$ cat src/rtl/pd_search_pkg.sv
// Shared register map, field positions and tap record for the codeword-search peripheral.
package pd_search_pkg;

    localparam logic [5:0] REG_DATA_LO = 6'd0;
    localparam logic [5:0] REG_DATA_HI = 6'd4;
    localparam logic [5:0] REG_PTR     = 6'd8;
    localparam logic [5:0] REG_CR      = 6'd16;
    localparam logic [5:0] REG_ST      = 6'd24;
    localparam logic [5:0] REG_TAP     = 6'd32;
    localparam logic [5:0] REG_STEPS   = 6'd40;

    localparam int CR_RUN    = 16;
    localparam int CR_INT_EN = 17;

    localparam int ST_RUNNING = 0;
    localparam int ST_DONE    = 1;
    localparam int ST_MATCHED = 2;
    localparam int ST_TIMEOUT = 3;

    localparam int TAP_EN       = 31;
    localparam int TAP_IDX_LSB  = 16;
    localparam int TAP_WORD_LSB = 8;
    localparam int TAP_POS_LSB  = 0;

    localparam logic [31:0] BAD_ADDR_DATA = 32'hDEADBEEF;

    typedef struct packed {
        logic       en;
        logic [3:0] word;
        logic [5:0] pos;
    } tap_t;

    localparam int TAP_W = $bits(tap_t);

    function automatic tap_t decode_tap(input logic [31:0] d);
        tap_t t;
        t.en   = d[TAP_EN];
        t.word = d[TAP_WORD_LSB +: 4];
        t.pos  = d[TAP_POS_LSB +: 6];
        return t;
    endfunction

endpackage

$ cat src/rtl/pd_search_tap_match.sv
// Combinational multi-tap matcher: AND of the selected codeword bits over all enabled taps.
module pd_search_tap_match
    import pd_search_pkg::*;
#(
    parameter int WRDS  = 4,
    parameter int WW    = 64,
    parameter int NTAPS = 8
) (
    input  logic [WRDS*WW-1:0]     words,
    input  logic [NTAPS*TAP_W-1:0] taps,
    output logic                   matched
);

    logic [63:0] rows [16];
    tap_t        tap;
    logic        any_en;
    logic        all_hit;

    // Zero-filled 16x64 view makes out-of-range word or bit indices read as 0.
    always_comb begin
        for (int i = 0; i < 16; i++) rows[i] = '0;
        for (int i = 0; i < WRDS; i++) rows[i] = 64'(words[i*WW +: WW]);
        any_en  = 1'b0;
        all_hit = 1'b1;
        tap     = '0;
        for (int t = 0; t < NTAPS; t++) begin
            tap = tap_t'(taps[t*TAP_W +: TAP_W]);
            if (tap.en) begin
                any_en  = 1'b1;
                all_hit = all_hit & rows[tap.word][tap.pos];
            end
        end
        matched = any_en & all_hit;
    end

endmodule

$ cat src/rtl/pd_codeword_search.sv
// Memory-mapped codeword-search peripheral: folds codewords each cycle until a tap match or step limit.
module pd_codeword_search
    import pd_search_pkg::*;
#(
    parameter int WRDS  = 4,
    parameter int WW    = 64,
    parameter int SHIFT = 4,
    parameter int NTAPS = 8
) (
    input  logic        clk,
    input  logic        reset,
    input  logic [5:0]  addr,
    input  logic        hwen,
    input  logic        hren,
    input  logic [31:0] wdata,
    output logic [31:0] rdata,
    output logic        interrupt
);

    logic [WW-1:0]          words      [WRDS];
    logic [WW-1:0]          words_next [WRDS];
    logic [WRDS*WW-1:0]     words_flat;
    logic [NTAPS*TAP_W-1:0] taps;
    logic [3:0]             ptr;
    logic [15:0]            limit;
    logic [15:0]            steps;
    logic                   running;
    logic                   int_en;
    logic                   done;
    logic                   timeout;
    logic                   matched;
    logic                   cr_wr, st_wr, ptr_wr, tap_wr, data_wr;
    logic                   at_limit, fold;
    logic [63:0]            wide;
    logic [63:0]            rd_word;
    logic                   unused_hren;

    assign unused_hren = hren;

    assign cr_wr    = hwen && (addr == REG_CR);
    assign st_wr    = hwen && (addr == REG_ST);
    assign ptr_wr   = hwen && (addr == REG_PTR);
    assign tap_wr   = hwen && (addr == REG_TAP);
    assign data_wr  = hwen && !running &&
                      ((addr == REG_DATA_LO) || ((addr == REG_DATA_HI) && (WW == 64)));
    assign at_limit = (limit != 16'd0) && (steps == limit);
    // A CR write in the same cycle takes precedence over both stopping and folding.
    assign fold     = running && !cr_wr && !matched && !at_limit;

    for (genvar g = 0; g < WRDS; g++) begin : g_flat
        assign words_flat[g*WW +: WW] = words[g];
    end

    pd_search_tap_match #(
        .WRDS  (WRDS),
        .WW    (WW),
        .NTAPS (NTAPS)
    ) u_match (
        .words   (words_flat),
        .taps    (taps),
        .matched (matched)
    );

    always_comb begin
        wide = '0;
        for (int i = 0; i < WRDS; i++) words_next[i] = words[i];
        if (fold) begin
            for (int i = 0; i < WRDS - 1; i++) words_next[i] = words[i] | (words[i+1] >> SHIFT);
            words_next[WRDS-1] = '1;
        end else if (data_wr) begin
            for (int i = 0; i < WRDS; i++) begin
                if (ptr == 4'(i)) begin
                    wide = 64'(words[i]);
                    if (addr == REG_DATA_LO) wide[31:0] = wdata;
                    else                     wide[63:32] = wdata;
                    words_next[i] = wide[WW-1:0];
                end
            end
        end
    end

    always_ff @(posedge clk or posedge reset) begin
        if (reset) begin
            for (int i = 0; i < WRDS; i++) words[i] <= '0;
        end else begin
            for (int i = 0; i < WRDS; i++) words[i] <= words_next[i];
        end
    end

    always_ff @(posedge clk or posedge reset) begin
        if (reset) begin
            taps <= '0;
        end else if (tap_wr) begin
            for (int t = 0; t < NTAPS; t++) begin
                if (wdata[TAP_IDX_LSB +: 4] == 4'(t)) taps[t*TAP_W +: TAP_W] <= decode_tap(wdata);
            end
        end
    end

    // The stop branches come after the W1C clear so a freshly raised done survives it.
    always_ff @(posedge clk or posedge reset) begin
        if (reset) begin
            ptr     <= '0;
            limit   <= '0;
            steps   <= '0;
            running <= 1'b0;
            int_en  <= 1'b0;
            done    <= 1'b0;
            timeout <= 1'b0;
        end else begin
            if (ptr_wr) ptr <= wdata[3:0];
            if (st_wr && wdata[ST_DONE]) begin
                done    <= 1'b0;
                timeout <= 1'b0;
            end
            if (cr_wr) begin
                limit   <= wdata[15:0];
                int_en  <= wdata[CR_INT_EN];
                running <= wdata[CR_RUN];
                if (wdata[CR_RUN]) begin
                    steps   <= '0;
                    done    <= 1'b0;
                    timeout <= 1'b0;
                end
            end else if (running) begin
                if (matched) begin
                    running <= 1'b0;
                    done    <= 1'b1;
                end else if (at_limit) begin
                    running <= 1'b0;
                    done    <= 1'b1;
                    timeout <= 1'b1;
                end else if (steps != 16'hFFFF) begin
                    steps <= steps + 16'd1;
                end
            end
        end
    end

    always_comb begin
        rd_word = '0;
        for (int i = 0; i < WRDS; i++) begin
            if (ptr == 4'(i)) rd_word = 64'(words[i]);
        end
        rdata = BAD_ADDR_DATA;
        case (addr)
            REG_DATA_LO: rdata = rd_word[31:0];
            REG_DATA_HI: rdata = rd_word[63:32];
            REG_PTR:     rdata = {28'd0, ptr};
            REG_CR: begin
                rdata            = '0;
                rdata[15:0]      = limit;
                rdata[CR_RUN]    = running;
                rdata[CR_INT_EN] = int_en;
            end
            REG_ST: begin
                rdata             = '0;
                rdata[ST_RUNNING] = running;
                rdata[ST_DONE]    = done;
                rdata[ST_MATCHED] = matched;
                rdata[ST_TIMEOUT] = timeout;
            end
            REG_TAP:     rdata = '0;
            REG_STEPS:   rdata = {16'd0, steps};
            default:     rdata = BAD_ADDR_DATA;
        endcase
    end

    assign interrupt = int_en & done;

endmodule

$ cat config.mk
export PLATFORM = sky130hd
export DESIGN_NAME = pd_codeword_search
export DESIGN_NICKNAME = d
export VERILOG_FILES = /design/src/rtl/pd_search_pkg.sv /design/src/rtl/pd_search_tap_match.sv /design/src/rtl/pd_codeword_search.sv
export SDC_FILE = /design/constraint.sdc
export NUM_CORES = 2
export LEC_CHECK = 0
export ABC_AREA = 0
export CORE_AREA = 2 2 199 396
export DETAILED_ROUTE_END_ITERATION = 6
export DIE_AREA = 0 0 201 398
export PLACE_DENSITY = 0.69
export SYNTH_ARGS = -nofsm -noshare
export SYNTH_HDL_FRONTEND = slang
export SYNTH_SLANG_ARGS = --single-unit
$ cat constraint.sdc
create_clock -name clk -period 16.7 [get_ports clk]
set_input_delay 4.175 -clock clk [delete_from_list [all_inputs] [get_ports clk]]
set_output_delay 4.175 -clock clk [all_outputs]
set_load 0.02 [all_outputs]
==> impl_metrics.csv <==
group,metric,value,unit
critical_path,crit_arrival,8.07,ns
clocking,ctsLongestPathBuffers,3,
die,start_util,0.497,
timing,clock_skew,0.0354,ns
critical_path,crit_path_start_kind,"primary input",
placement,io_buffers,73,
run_status,violations,"DRC, capacitance limit, slew limit",
clocking,cts.hold.buffers_added,0,
cells_and_area,multiInputGateArea,25900,µm²
timing,setup-tns-final,0,ns
clocking,cts_resized,0,
global_routing,grt_overflow_total,0,
placement,place_ws,4.69,ns
critical_path,path_max_fanout,33,
global_routing,grt_first_pass_wirelength,269000,µm
clocking,cts_root_buffer,"clkbuf_16",
die,dieArea,80000,µm²
critical_path,end_kind,"primary output",
cells_and_area,area_growth,3.85,%
timing,max-slew-margin-rel,-0.0736,
clocking,cts_buffers,38,
run_status,status,"finished, violations left",
synth,synth_nets,3572,
clocking,htree_levels,2,
global_routing,grtUsageTotal,0.477,
die,fp.coreArea,76900,µm²
drt,routed_wl,191000,µm
placement,dp.cells,4092,
die,ios,75,
synth,yosys-top-cells-area,"mux4_2, dfrtp_1, mux2i_1",
synth,ys_warn_count,0,
cells_and_area,utilization,0.516,
synth,synth_compound_area_frac,0.135,
cells_and_area,nFillCells,6757,
clocking,cts.reportedPaths.clkPinSlew,0.06,ns
synth,yosysTopAreaCell,"mux4_2",
global_routing,antenna_found_initial,24,
timing,period_minus_slack,12.24,ns
worst_hold_path,min_path_type,"flop to flop",
critical_path,reg2reg_slack,9.97,ns
synth,ys_seq_area_frac,0.252,
timing,holdWs,0.507,ns
drt,drc_errors,7,
drt,initialDrtViolationCount,7562,
synth,ys_seq_elements,384,
timing,rsz0062_at_grt,"false",
synth,synth_fa_ha_area_frac,0.000328,
timing,setup_viol,0,
placement,hpwl,125000,µm
cells_and_area,seqCellArea,9670,µm²
synth,synth_area,38200,µm²
synth,synth_cells,3529,
synth,postSynthAreaPerCell,10.8,µm²
critical_path,critical_path_required,12.52,ns
drt,postRouteAntennaNets,0,
timing,worstMarginPinSlew,1.57,ns
job,drv_cap,2,
timing,drv_slew,2,
timing,timing.final.crit_share,0.733,
synth,synth_cell_types,76,
synth,post_synth_and_or_nand_nor_area_fraction,0.132,
clocking,cts.sinks,384,
timing,hold_violations,0,
synth,synth_edf_count,0,
placement,gp_congestion,1.13,
synth,synth_top_area_share,0.300,
drt,post_drt_wl_per_cell,45.8,µm
global_routing,grt_pass1_vias,34436,
die,die_y,398,µm
drt,num_vias,36416,
timing,fmax,81.7,MHz
die,row_count,144,
drt,first_pass_iters,7,
global_routing,grt_max_degree,148,
clocking,clock_latency,0.66,ns
synth,synth_xor_area_frac,0.00367,
clocking,postCtsSetupBuffers,0,
timing,setup_slack,4.46,ns
die,die_w,201,µm
cells_and_area,layout.cells.non_filler,4169,
critical_path,crit_type,"primary input to primary output",
power_and_ir_drop,leakagePower,12.6,nW
synth,ys_async_sr_fraction,1.00,
clocking,cts_tree,"built",
synth,synthMuxAreaShare,0.403,
cells_and_area,drive_gt1_frac,0.272,
drt,via_per_inst,8.73,
synth,synth_top_family_by_area,"multiplexers",
power_and_ir_drop,ir_drop,0.0996,mV
cells_and_area,layout.nets,3153,
power_and_ir_drop,p_per_area,136,nW/µm²
synth,ys.flop_type,"dfrtp_1",
report_power, final:
part | switching, mW | internal [mW] | total (mW)
Sequential | 1.16 | 1.17 | 2.33
Clock | 0.449 | 0.514 | 0.963
Combinational | 0.961 | 1.15 | 2.11
Total | 2.56 | 2.84 | 5.40
final cells by class:
cell class	instances	share of cell area
clock inverter	20	0.00625
multi-input combinational	2497	0.652
clock buffer	48	0.0264
tap	1022	0.0322
antenna	9	0.000568
timing repair buffer	167	0.0363
sequential	384	0.244
inverter	22	0.00227
kinds of logic after synthesis:
logic type,count (synthesis)
muxes,886
AOI/OAI and AO/OA,664
and+or+nand+nor,930
xor gates and xnor gates,16
DFF,384
buffers and inverters,648
adders and majority gates,1
worst paths after layout:
kind | from | end | depth (start not counted)
setup / recovery | addr[2] | rdata[13] | 6
hold / removal | words[48]$_DFFE_PP0P_ | words[48]$_DFFE_PP0P_ | 2
setup reg to reg | taps[77]$_DFFE_PP0P_ | words[22]$_DFFE_PP0P_ | 12
hold reg to reg | words[48]$_DFFE_PP0P_ | words[48]$_DFFE_PP0P_ | 2
max in group asynchronous | reset | taps[83]$_DFFE_PP0P_ | 5
min in group asynchronous | reset | words[84]$_DFFE_PP0P_ | 2
flip-flops by register name, summed over array words and instances, names as in the netlist:
name / count
int_en: 1
limit: 16
words: 256
timeout: 1
done: 1
taps: 88
running: 1
steps: 16
ptr: 4
per-stage QoR:
stage          instance area (µm²)  power, mW
5_1_grt                      39600       5.44
6_report                     39700       5.40
3_3_place_gp                 38300       4.14
3_5_place_dp                 38300       4.20
4_1_cts                      39600       5.14
2_1_floorplan                38200       3.29
worst max-delay path: stages:
cell and delay, ns:
clkdlybuf4s50_1 0.91, nor4_1 0.87, nand2_1 0.12, buf_4 0.34, o21ai_0 0.87, clkdlybuf4s50_1 0.77
cells in the final DEF, fill, tap and decap left out, types with 8 or more instances in the layout:
cell type	netlist	routed
nand4_1	21	21
nand2b_1	187	187
and2_1	12	8
o21ai_0	86	86
a22oi_1	71	71
xor2_1	8	8
nor2_1	209	208
o221ai_1	17	17
mux2_2	136	136
clkbuf_16	0	38
a2111oi_0	10	10
mux4_2	509	509
buf_4	16	93
a31oi_1	26	26
xnor2_1	8	8
o311a_1	155	155
a211oi_1	49	49
nor4_1	12	10
o2111ai_1	14	14
o211ai_1	10	10
mux2i_1	241	241
a21oi_1	63	63
inv_1	15	14
nand3_1	55	53
or4_1	157	157
o311ai_0	8	8
a221oi_1	70	70
nor2b_1	34	31
nand2_1	169	166
nand4b_1	9	9
clkdlybuf4s50_1	0	71
nor3_1	17	16
dfrtp_1	384	366
dfrtp_4	0	16
and3_1	14	14
diode_2	0	9
o22ai_1	17	17
synth_stat cells, types with 9 or more instances:
library cell and n:
mux4_2 509, clkbuf_1 442, dfrtp_1 384, mux2i_1 241, nor2_1 209, nand2b_1 187
nand2_1 169, or4_1 157, o311a_1 155, mux2_2 136, buf_2 99, o21ai_0 86
a22oi_1 71, a221oi_1 70, a21oi_1 63, nand3_1 55, a211oi_1 49, buf_1 42
nor2b_1 34, a31oi_1 26, buf_6 25, nand4_1 21, nor3_1 17, o221ai_1 17
o22ai_1 17, buf_4 16, inv_1 15, and3_1 14, o2111ai_1 14, and2_1 12
nor4_1 12, a2111oi_0 10, nor3b_1 10, o211ai_1 10, nand4b_1 9
routing by layer:
metal  GRT usage  part of all wire
met4       0.436              0.13
met2       0.723              0.43
met1       0.503              0.29
met5     0.00545           0.00082
met3       0.202              0.15
(Power assumes the default switching activity.)
